## src/rtl/ej32_mem_arb_pkg.sv

```systemverilog
// Shared types and constants for the eJ32 SPRAM arbiter and byte sequencer.
package ej32_mem_arb_pkg;

  typedef enum logic [1:0] {
    IDLE = 2'd0,
    XFER = 2'd1,
    DONE = 2'd2
  } arb_st_t;

  typedef enum logic [1:0] {
    SRC_NONE = 2'd0,
    SRC_LS   = 2'd1,
    SRC_IF   = 2'd2,
    SRC_DBG  = 2'd3
  } arb_src_t;

  localparam logic [1:0] SZ_B = 2'd0;
  localparam logic [1:0] SZ_H = 2'd1;
  localparam logic [1:0] SZ_W = 2'd2;

  // Index of the last byte of a transfer (nbytes-1); the reserved size code
  // behaves like a word.
  function automatic logic [1:0] last_idx(input logic [1:0] sz);
    case (sz)
      SZ_B:    last_idx = 2'd0;
      SZ_H:    last_idx = 2'd1;
      default: last_idx = 2'd3;
    endcase
  endfunction

endpackage

```

## src/rtl/ej32_mem_arb_if.sv

```systemverilog
// Requester handshakes and the 8-bit SPRAM port of the eJ32 memory arbiter.
// Optional debug port signals exist only when EJ32_ARB_DBG_EN is defined.
//
// Handshake: a requester raises *_req with its address/size/data and holds
// them until *_gnt pulses (one cycle, same cycle as the winning req). After
// gnt the inputs are don't-care and dropping req does not abort. *_done
// pulses for one cycle when the transfer ends; rdata is valid with it.
// req still high in the cycle after done is a new request.
//
// The slave modport is the arbiter's view; master is the core + memory side.
interface ej32_mem_arb_if #(
  parameter int ASZ = 17,
  parameter int DSZ = 32
) ();
  logic           if_req;
  logic [ASZ-1:0] if_a;
  logic           ls_req;
  logic           ls_we;
  logic [1:0]     ls_sz;
  logic [ASZ-1:0] ls_a;
  logic [DSZ-1:0] ls_wd;
`ifdef EJ32_ARB_DBG_EN
  logic           dbg_req;
  logic           dbg_we;
  logic [ASZ-1:0] dbg_a;
  logic [7:0]     dbg_wd;
  logic           dbg_gnt;
  logic           dbg_done;
`endif
  logic           if_gnt;
  logic           ls_gnt;
  logic           if_done;
  logic           ls_done;
  logic [DSZ-1:0] rdata;
  logic           busy;
  logic [ASZ-1:0] mem_a;
  logic           mem_we;
  logic [7:0]     mem_vi;
  logic [7:0]     mem_vo;

  modport slave (
`ifdef EJ32_ARB_DBG_EN
    input  dbg_req, dbg_we, dbg_a, dbg_wd,
    output dbg_gnt, dbg_done,
`endif
    input  if_req, if_a, ls_req, ls_we, ls_sz, ls_a, ls_wd, mem_vo,
    output if_gnt, ls_gnt, if_done, ls_done, rdata, busy,
    output mem_a, mem_we, mem_vi
  );

  modport master (
`ifdef EJ32_ARB_DBG_EN
    output dbg_req, dbg_we, dbg_a, dbg_wd,
    input  dbg_gnt, dbg_done,
`endif
    output if_req, if_a, ls_req, ls_we, ls_sz, ls_a, ls_wd, mem_vo,
    input  if_gnt, ls_gnt, if_done, ls_done, rdata, busy,
    input  mem_a, mem_we, mem_vi
  );
endinterface

```

## src/rtl/ej32_mem_arb_seq.sv

```systemverilog
// ej32_mb8_seq: byte counter, address incrementer and big-endian
// shift-in/shift-out datapath for one 1/2/4-byte SPRAM transfer.
module ej32_mb8_seq
  import ej32_mem_arb_pkg::*;
#(
  parameter int ASZ = 17,
  parameter int DSZ = 32
) (
  input  logic           clk,
  input  logic           rst,
  input  logic           load,
  input  logic           xfer,
  input  logic [ASZ-1:0] a,
  input  logic           we,
  input  logic [1:0]     sz,
  input  logic [DSZ-1:0] wd,
  input  logic [7:0]     mem_vo,
  output logic           last,
  output logic [ASZ-1:0] mem_a,
  output logic           mem_we,
  output logic [7:0]     mem_vi,
  output logic [DSZ-1:0] rdata
);
  logic [1:0]     cnt;
  logic [ASZ-1:0] addr;
  logic           we_q;
  logic [DSZ-1:0] wsh;
  logic [DSZ-1:0] rdata_q;

  // Latch a transfer on load, then step one byte per XFER cycle. The address
  // register doubles as mem_a so it holds its last value between transfers.
  always_ff @(posedge clk or posedge rst) begin
    if (rst) begin
      cnt     <= 2'd0;
      addr    <= '0;
      we_q    <= 1'b0;
      wsh     <= '0;
      rdata_q <= '0;
    end else if (load) begin
      cnt     <= last_idx(sz);
      addr    <= a;
      we_q    <= we;
      // Left-align the n-byte value so its MSB byte goes out first.
      wsh     <= wd << (DSZ - 8 * (int'(last_idx(sz)) + 1));
      rdata_q <= '0;
    end else if (xfer) begin
      if (!we_q) rdata_q <= {rdata_q[DSZ-9:0], mem_vo};
      wsh <= wsh << 8;
      if (cnt != 2'd0) begin
        cnt  <= cnt - 2'd1;
        addr <= addr + ASZ'(1);
      end
    end
  end

  // Bus drive is gated by xfer, which comes straight from the FSM register,
  // so reset removes mem_we without waiting for a clock.
  always_comb begin
    last   = (cnt == 2'd0);
    mem_a  = addr;
    mem_we = xfer & we_q;
    mem_vi = (xfer & we_q) ? wsh[DSZ-1 -: 8] : 8'h00;
    rdata  = rdata_q;
  end

endmodule

```

## src/rtl/ej32_mem_arb.sv

```systemverilog
// ej32_mem_arb: grants the single 8-bit SPRAM port to LS > IF (> DBG) and
// runs the transfer through ej32_mb8_seq. Define EJ32_ARB_DBG_EN to add the
// lowest-priority byte-wide debug port.
module ej32_mem_arb
  import ej32_mem_arb_pkg::*;
#(
  parameter int ASZ = 17,
  parameter int DSZ = 32
) (
  input  logic          clk,
  input  logic          rst,
  ej32_mem_arb_if.slave bus,
  output arb_st_t       fsm_state
);
  arb_st_t        state_q, state_d;
  arb_src_t       src_q, src_d, win;
  logic [ASZ-1:0] sel_a;
  logic           sel_we;
  logic [1:0]     sel_sz;
  logic [DSZ-1:0] sel_wd;
  logic           load, last, xfer;
  logic [ASZ-1:0] seq_mem_a;
  logic           seq_mem_we;
  logic [7:0]     seq_mem_vi;
  logic [DSZ-1:0] seq_rdata;

  // Fixed-priority pick among live requesters and mux of the winner's inputs.
  always_comb begin
    win    = SRC_NONE;
    sel_a  = '0;
    sel_we = 1'b0;
    sel_sz = SZ_B;
    sel_wd = '0;
    if (bus.ls_req) begin
      win    = SRC_LS;
      sel_a  = bus.ls_a;
      sel_we = bus.ls_we;
      sel_sz = bus.ls_sz;
      sel_wd = bus.ls_wd;
    end else if (bus.if_req) begin
      win   = SRC_IF;
      sel_a = bus.if_a;
    end
`ifdef EJ32_ARB_DBG_EN
    else if (bus.dbg_req) begin
      win    = SRC_DBG;
      sel_a  = bus.dbg_a;
      sel_we = bus.dbg_we;
      sel_wd = {{(DSZ-8){1'b0}}, bus.dbg_wd};
    end
`endif
  end

  // State and owner registers.
  always_ff @(posedge clk or posedge rst) begin
    if (rst) begin
      state_q <= IDLE;
      src_q   <= SRC_NONE;
    end else begin
      state_q <= state_d;
      src_q   <= src_d;
    end
  end

  // Next state; requests are only looked at in IDLE, and never during reset.
  always_comb begin
    state_d = state_q;
    src_d   = src_q;
    load    = 1'b0;
    case (state_q)
      IDLE: begin
        if (win != SRC_NONE && !rst) begin
          load    = 1'b1;
          src_d   = win;
          state_d = XFER;
        end
      end
      XFER: if (last) state_d = DONE;
      DONE: begin
        state_d = IDLE;
        src_d   = SRC_NONE;
      end
      default: begin
        state_d = IDLE;
        src_d   = SRC_NONE;
      end
    endcase
  end

  assign xfer = (state_q == XFER);

  ej32_mb8_seq #(.ASZ(ASZ), .DSZ(DSZ)) u_seq (
    .clk    (clk),
    .rst    (rst),
    .load   (load),
    .xfer   (xfer),
    .a      (sel_a),
    .we     (sel_we),
    .sz     (sel_sz),
    .wd     (sel_wd),
    .mem_vo (bus.mem_vo),
    .last   (last),
    .mem_a  (seq_mem_a),
    .mem_we (seq_mem_we),
    .mem_vi (seq_mem_vi),
    .rdata  (seq_rdata)
  );

  // Grant pulses follow the IDLE pick; done pulses follow the owner in DONE.
  always_comb begin
    bus.ls_gnt  = load && (win == SRC_LS);
    bus.if_gnt  = load && (win == SRC_IF);
    bus.ls_done = (state_q == DONE) && (src_q == SRC_LS);
    bus.if_done = (state_q == DONE) && (src_q == SRC_IF);
`ifdef EJ32_ARB_DBG_EN
    bus.dbg_gnt  = load && (win == SRC_DBG);
    bus.dbg_done = (state_q == DONE) && (src_q == SRC_DBG);
`endif
    bus.busy   = (state_q != IDLE);
    bus.rdata  = seq_rdata;
    bus.mem_a  = seq_mem_a;
    bus.mem_we = seq_mem_we;
    bus.mem_vi = seq_mem_vi;
    fsm_state  = state_q;
  end

endmodule

```

## src/flat_wrapper.sv

```systemverilog
// flat-port wrapper written by rule: the top's interface ports become plain ports
module ej32_mem_arb_flat import ej32_mem_arb_pkg::*;
#(
  parameter int ASZ = 17,
  parameter int DSZ = 32
)
  (clk, rst, fsm_state, bus_if_req, bus_if_a, bus_ls_req, bus_ls_we, bus_ls_sz, bus_ls_a, bus_ls_wd, bus_mem_vo, bus_if_gnt, bus_ls_gnt, bus_if_done, bus_ls_done, bus_rdata, bus_busy, bus_mem_a, bus_mem_we, bus_mem_vi);
  ej32_mem_arb_if #(.ASZ(ASZ), .DSZ(DSZ)) bus_i ();
  input  logic clk;
  input  logic rst;
  output arb_st_t fsm_state;
  input wire logic [$bits(bus_i.if_req)-1:0] bus_if_req;
  input wire logic [$bits(bus_i.if_a)-1:0] bus_if_a;
  input wire logic [$bits(bus_i.ls_req)-1:0] bus_ls_req;
  input wire logic [$bits(bus_i.ls_we)-1:0] bus_ls_we;
  input wire logic [$bits(bus_i.ls_sz)-1:0] bus_ls_sz;
  input wire logic [$bits(bus_i.ls_a)-1:0] bus_ls_a;
  input wire logic [$bits(bus_i.ls_wd)-1:0] bus_ls_wd;
  input wire logic [$bits(bus_i.mem_vo)-1:0] bus_mem_vo;
  output wire logic [$bits(bus_i.if_gnt)-1:0] bus_if_gnt;
  output wire logic [$bits(bus_i.ls_gnt)-1:0] bus_ls_gnt;
  output wire logic [$bits(bus_i.if_done)-1:0] bus_if_done;
  output wire logic [$bits(bus_i.ls_done)-1:0] bus_ls_done;
  output wire logic [$bits(bus_i.rdata)-1:0] bus_rdata;
  output wire logic [$bits(bus_i.busy)-1:0] bus_busy;
  output wire logic [$bits(bus_i.mem_a)-1:0] bus_mem_a;
  output wire logic [$bits(bus_i.mem_we)-1:0] bus_mem_we;
  output wire logic [$bits(bus_i.mem_vi)-1:0] bus_mem_vi;
  assign bus_i.if_req = bus_if_req;
  assign bus_i.if_a = bus_if_a;
  assign bus_i.ls_req = bus_ls_req;
  assign bus_i.ls_we = bus_ls_we;
  assign bus_i.ls_sz = bus_ls_sz;
  assign bus_i.ls_a = bus_ls_a;
  assign bus_i.ls_wd = bus_ls_wd;
  assign bus_i.mem_vo = bus_mem_vo;
  assign bus_if_gnt = bus_i.if_gnt;
  assign bus_ls_gnt = bus_i.ls_gnt;
  assign bus_if_done = bus_i.if_done;
  assign bus_ls_done = bus_i.ls_done;
  assign bus_rdata = bus_i.rdata;
  assign bus_busy = bus_i.busy;
  assign bus_mem_a = bus_i.mem_a;
  assign bus_mem_we = bus_i.mem_we;
  assign bus_mem_vi = bus_i.mem_vi;
  ej32_mem_arb #(.ASZ(ASZ), .DSZ(DSZ)) u_core (.clk(clk), .rst(rst), .bus(bus_i), .fsm_state(fsm_state));
endmodule
```

## config.mk

```make
export PLATFORM = sky130hd
export DESIGN_NAME = ej32_mem_arb_flat
export DESIGN_NICKNAME = d
export VERILOG_FILES = /design/src/rtl/ej32_mem_arb_pkg.sv /design/src/rtl/ej32_mem_arb_if.sv /design/src/rtl/ej32_mem_arb_seq.sv /design/src/rtl/ej32_mem_arb.sv /design/src/flat_wrapper.sv
export SDC_FILE = /design/constraint.sdc
export NUM_CORES = 1
export LEC_CHECK = 0
export ABC_AREA = 1
export BUFFER_PORTS_ARGS = -buffer_cell sky130_fd_sc_hd__buf_2
export CORE_MARGIN = 4
export CORE_UTILIZATION = 45
export DETAILED_ROUTE_END_ITERATION = 8
export PLACE_DENSITY = 0.71
export SYNTH_ARGS = -nofsm -noshare
export SYNTH_HDL_FRONTEND = slang
export SYNTH_SLANG_ARGS = --single-unit
```

## constraint.sdc

```tcl
create_clock -name clk -period 5.23 [get_ports clk]
set_input_delay 0.7845 -clock clk [delete_from_list [all_inputs] [get_ports clk]]
set_output_delay 0.7845 -clock clk [all_outputs]
set_load 0.03 [all_outputs]
```

==> summary.md <==
| Metric | Value |
|---|---|
| Pin count of the biggest net entering global routing | `65` |
| Final WL | `13,000 um` |
| Worst stage delay on the critical path | `0.41 ns` |
| Port buffer count | `145` |
| NumNets Final | `886` |
| Worst-margin pin slew | `1.20 ns` |
| DP Worst Slack | `1.71 ns` |
| Die ar. | `12,500 um^2` |
| Die span in x | `112 um` |
| Initial Util | `0.466` |
| Post-DP Area | `5580 um^2` |
| Synth Area per Inst | `7.14 um^2` |
| Gr usage total | `0.206` |
| H-tree depth | `3` |
| Crit path DAT | `2.73 ns` |
| Via count | `4,828` |
| Worst-path fanout max | `43` |
| Final Skew | `0.0149 ns` |
| CTS Buffer Depth | `2` |
| Die Ht | `112 um` |
| CTS buffer count | `9` |
| Worst rel slew slack | `0.198` |
| Cts repair resizes | `0` |
| Startpoint Class | `primary input` |
| Drt pass-1 iters | `5` |
| Crit path buf inv count | `5` |
| Warnings from Yosys | `0` |
| Max Freq | `0.284 GHz` |
| Post-Syn Area | `4830 um^2` |
| Critical path, cell by cell | `buf_2 -> inv_2 -> nand2_2 -> nand3_4 -> inv_2 -> nand2_1 -> inv_1 -> buf_2` |
| Max-Cap Viols | `0` |
| Area grow syn2layout | `19.9%` |
| Share of layout cells above drive strength 1 | `0.217` |
| Final setup margin | `1.71 ns` |
| DR DRC count | `0` |
| TritonCTS clock tree | `yes` |
| Number of DRC markers in iteration 0 | `322` |
| DR WL/cell | `13.8 um` |
| Final hold violations | `0` |
| Post-CTS Repair Setup Buffers | `0` |
| Sequential area share after synthesis | `0.456` |
| Hold_buf cts | `0` |
| PD cells | `554 nW/um^2` |
| RePlAce Congestion | `0.886` |
| Initial antenna violation count | `0` |
| Design Area, Final | `5790 um^2` |
| RSZ-0062 raised after global routing | `no` |
| Worst EP required | `4.45 ns` |
| I/O pin cnt | `146` |
| Worst hold path class | `reg2reg` |
| Maximum vdd drop | `0.253 mV` |
| Clk sinks | `88` |
| Vias in the first global route | `4,567` |
| ANT nets after route | `0` |
| Cell variety after synth | `31` |
| Crit path max-delay family | `buffers and inverters` |
| Syn Inst Count | `677` |
| Crit-path slowest cell | `inv_2` |
| Top-area cell type share of the netlist area | `0.456` |
| Critical path class | `in2out` |
| Worst setup EP type | `output port` |
| Reg clk slew, reported paths | `0.08 ns` |
| Site Rows | `37` |
| First-pass GRT wire length | `21,400 um` |
| Largest area contributor in the netlist | `dfrtp_1` |
| Gr ovfl total | `0` |
| Crit path time final | `3.52 ns` |
| Fin crit share | `0.673` |
| Final Core Density | `0.559` |
| #FFs+latches synth | `88` |
| Core ar. | `10,400 um^2` |
| Vias per cell | `5.11` |
| LEAKAGE | `3.05 nW` |
| Antenna cell count | `0` |
| Synth top area cells | `dfrtp_1 46%, nand2_1 15%, o21ai_0 7.0%` |
| Worst-Skew Late Latency | `0.35 ns` |
| Status | `finished, final reports clean` |
| Slew Limit Fails | `0` |
| Final Setup Violations | `0` |
| Post-synthesis net count | `760` |
| CTS root buf | `clkbuf_8` |
| Final HPWL from detailed placement | `9590 um` |
| Setup TNS Final | `0 ns` |
through the flow:
| step | hold WS (ns) | power, mW | std cells |
|---|---|---|---|
| final | 0.481 | 3.21 | 944 |
| after detailed placement | 0.467 | 2.73 | 928 |
| after global routing | 0.527 | 3.48 | 944 |
| after floorplan | 0.444 | 2.33 | 677 |
| after global placement | 0.467 | 2.70 | 928 |
| after CTS | 0.488 | 3.24 | 944 |
metal layers:
metal | wire length (um) | global-route usage
met5 | 0 | 0
met2 | 5790 | 0.314
met3 | 983 | 0.0500
met4 | 345 | 0.0811
met1 | 5880 | 0.283
synth_stat cells (all sizes together):
cell / count
o211ai: 1
clkinv: 3
o22ai: 18
nand3: 64
nand4: 2
clkbuf: 14
or2: 1
nand3b: 2
inv: 79
a22oi: 2
xor2: 1
nor2: 71
ha: 2
a31oi: 6
buf: 19
nor3: 2
o21bai: 3
o21ai: 75
nand2: 196
dfrtp: 88
a21oi: 28
kinds of logic (layout without fill, tap and decap cells):
kind of cell             after synthesis  in the layout  synth area share
AO/OA/AOI/OAI                        133            133             0.149
XOR/XNOR                               1              1           0.00181
AND/OR/NAND/NOR                      338            338             0.289
buffers and inverters                115            246            0.0989
flip-flops                            88             88             0.456
adder cells (fa/ha/maj)                2              2           0.00518
path summary, 6_finish.rpt:
check	start	endpoint	slack [ns]	depth (start not counted)
worst max-delay path	bus_ls_req	bus_if_gnt	1.71	8
worst min-delay path	u_core.u_seq.wsh[15]	u_core.u_seq.wsh[15]	0.48	2
worst max register to register	u_core.fsm_state[0]	u_core.u_seq.wsh[9]	2.22	7
worst min register to register	u_core.u_seq.wsh[15]	u_core.u_seq.wsh[15]	0.48	2
max in group asynchronous	rst	u_core.u_seq.wsh[12]	3.60	4
min in group asynchronous	rst	u_core.u_seq.wsh[28]	0.63	3
tightest hold or removal path: cells and delay by family, from the launching register on:
kind / cells / cell delay, ns
DFF: 1 / 0.34
and+or+nand+nor: 2 / 0.10
sequential cells by signal, summed over array words and instances (netlist names):
name / cells
u_core.u_seq.mem_a: 17
u_core.fsm_state: 2
u_core.u_seq.rdata: 32
u_core.u_seq.cnt: 2
u_core.u_seq.we_q: 1
u_core.src_q: 2
u_core.u_seq.wsh: 32
cell usage in the layout, fill, tap and decap left out, drive strengths merged:
master    n
buf     148
a21oi    28
nor2     71
o21ai    75
nor3      2
nand3    64
bufinv    1
nand3b    2
o22ai    18
ha        2
inv      81
a31oi     6
dfrtp    88
clkinv    6
nand2   196
xor2      1
clkbuf   10
o21bai    3
nand4     2
or2       1
o211ai    1
a22oi     2
power by group:
part | internal (mW) | switching (mW)
combinational | 0.457 | 1.12
sequential | 0.931 | 0.209
clock | 0.241 | 0.256
layout make-up:
type | count | area [um^2]
multi-input cells | 474 | 2150
well taps | 136 | 170
clock inverters | 6 | 73.8
fillers | 1008 | 4580
inverters | 82 | 309
flip-flops and latches | 88 | 2200
repair buffers | 148 | 748
clock buffers | 10 | 138
No activity file was read; power rests on OpenSTA's default activity.
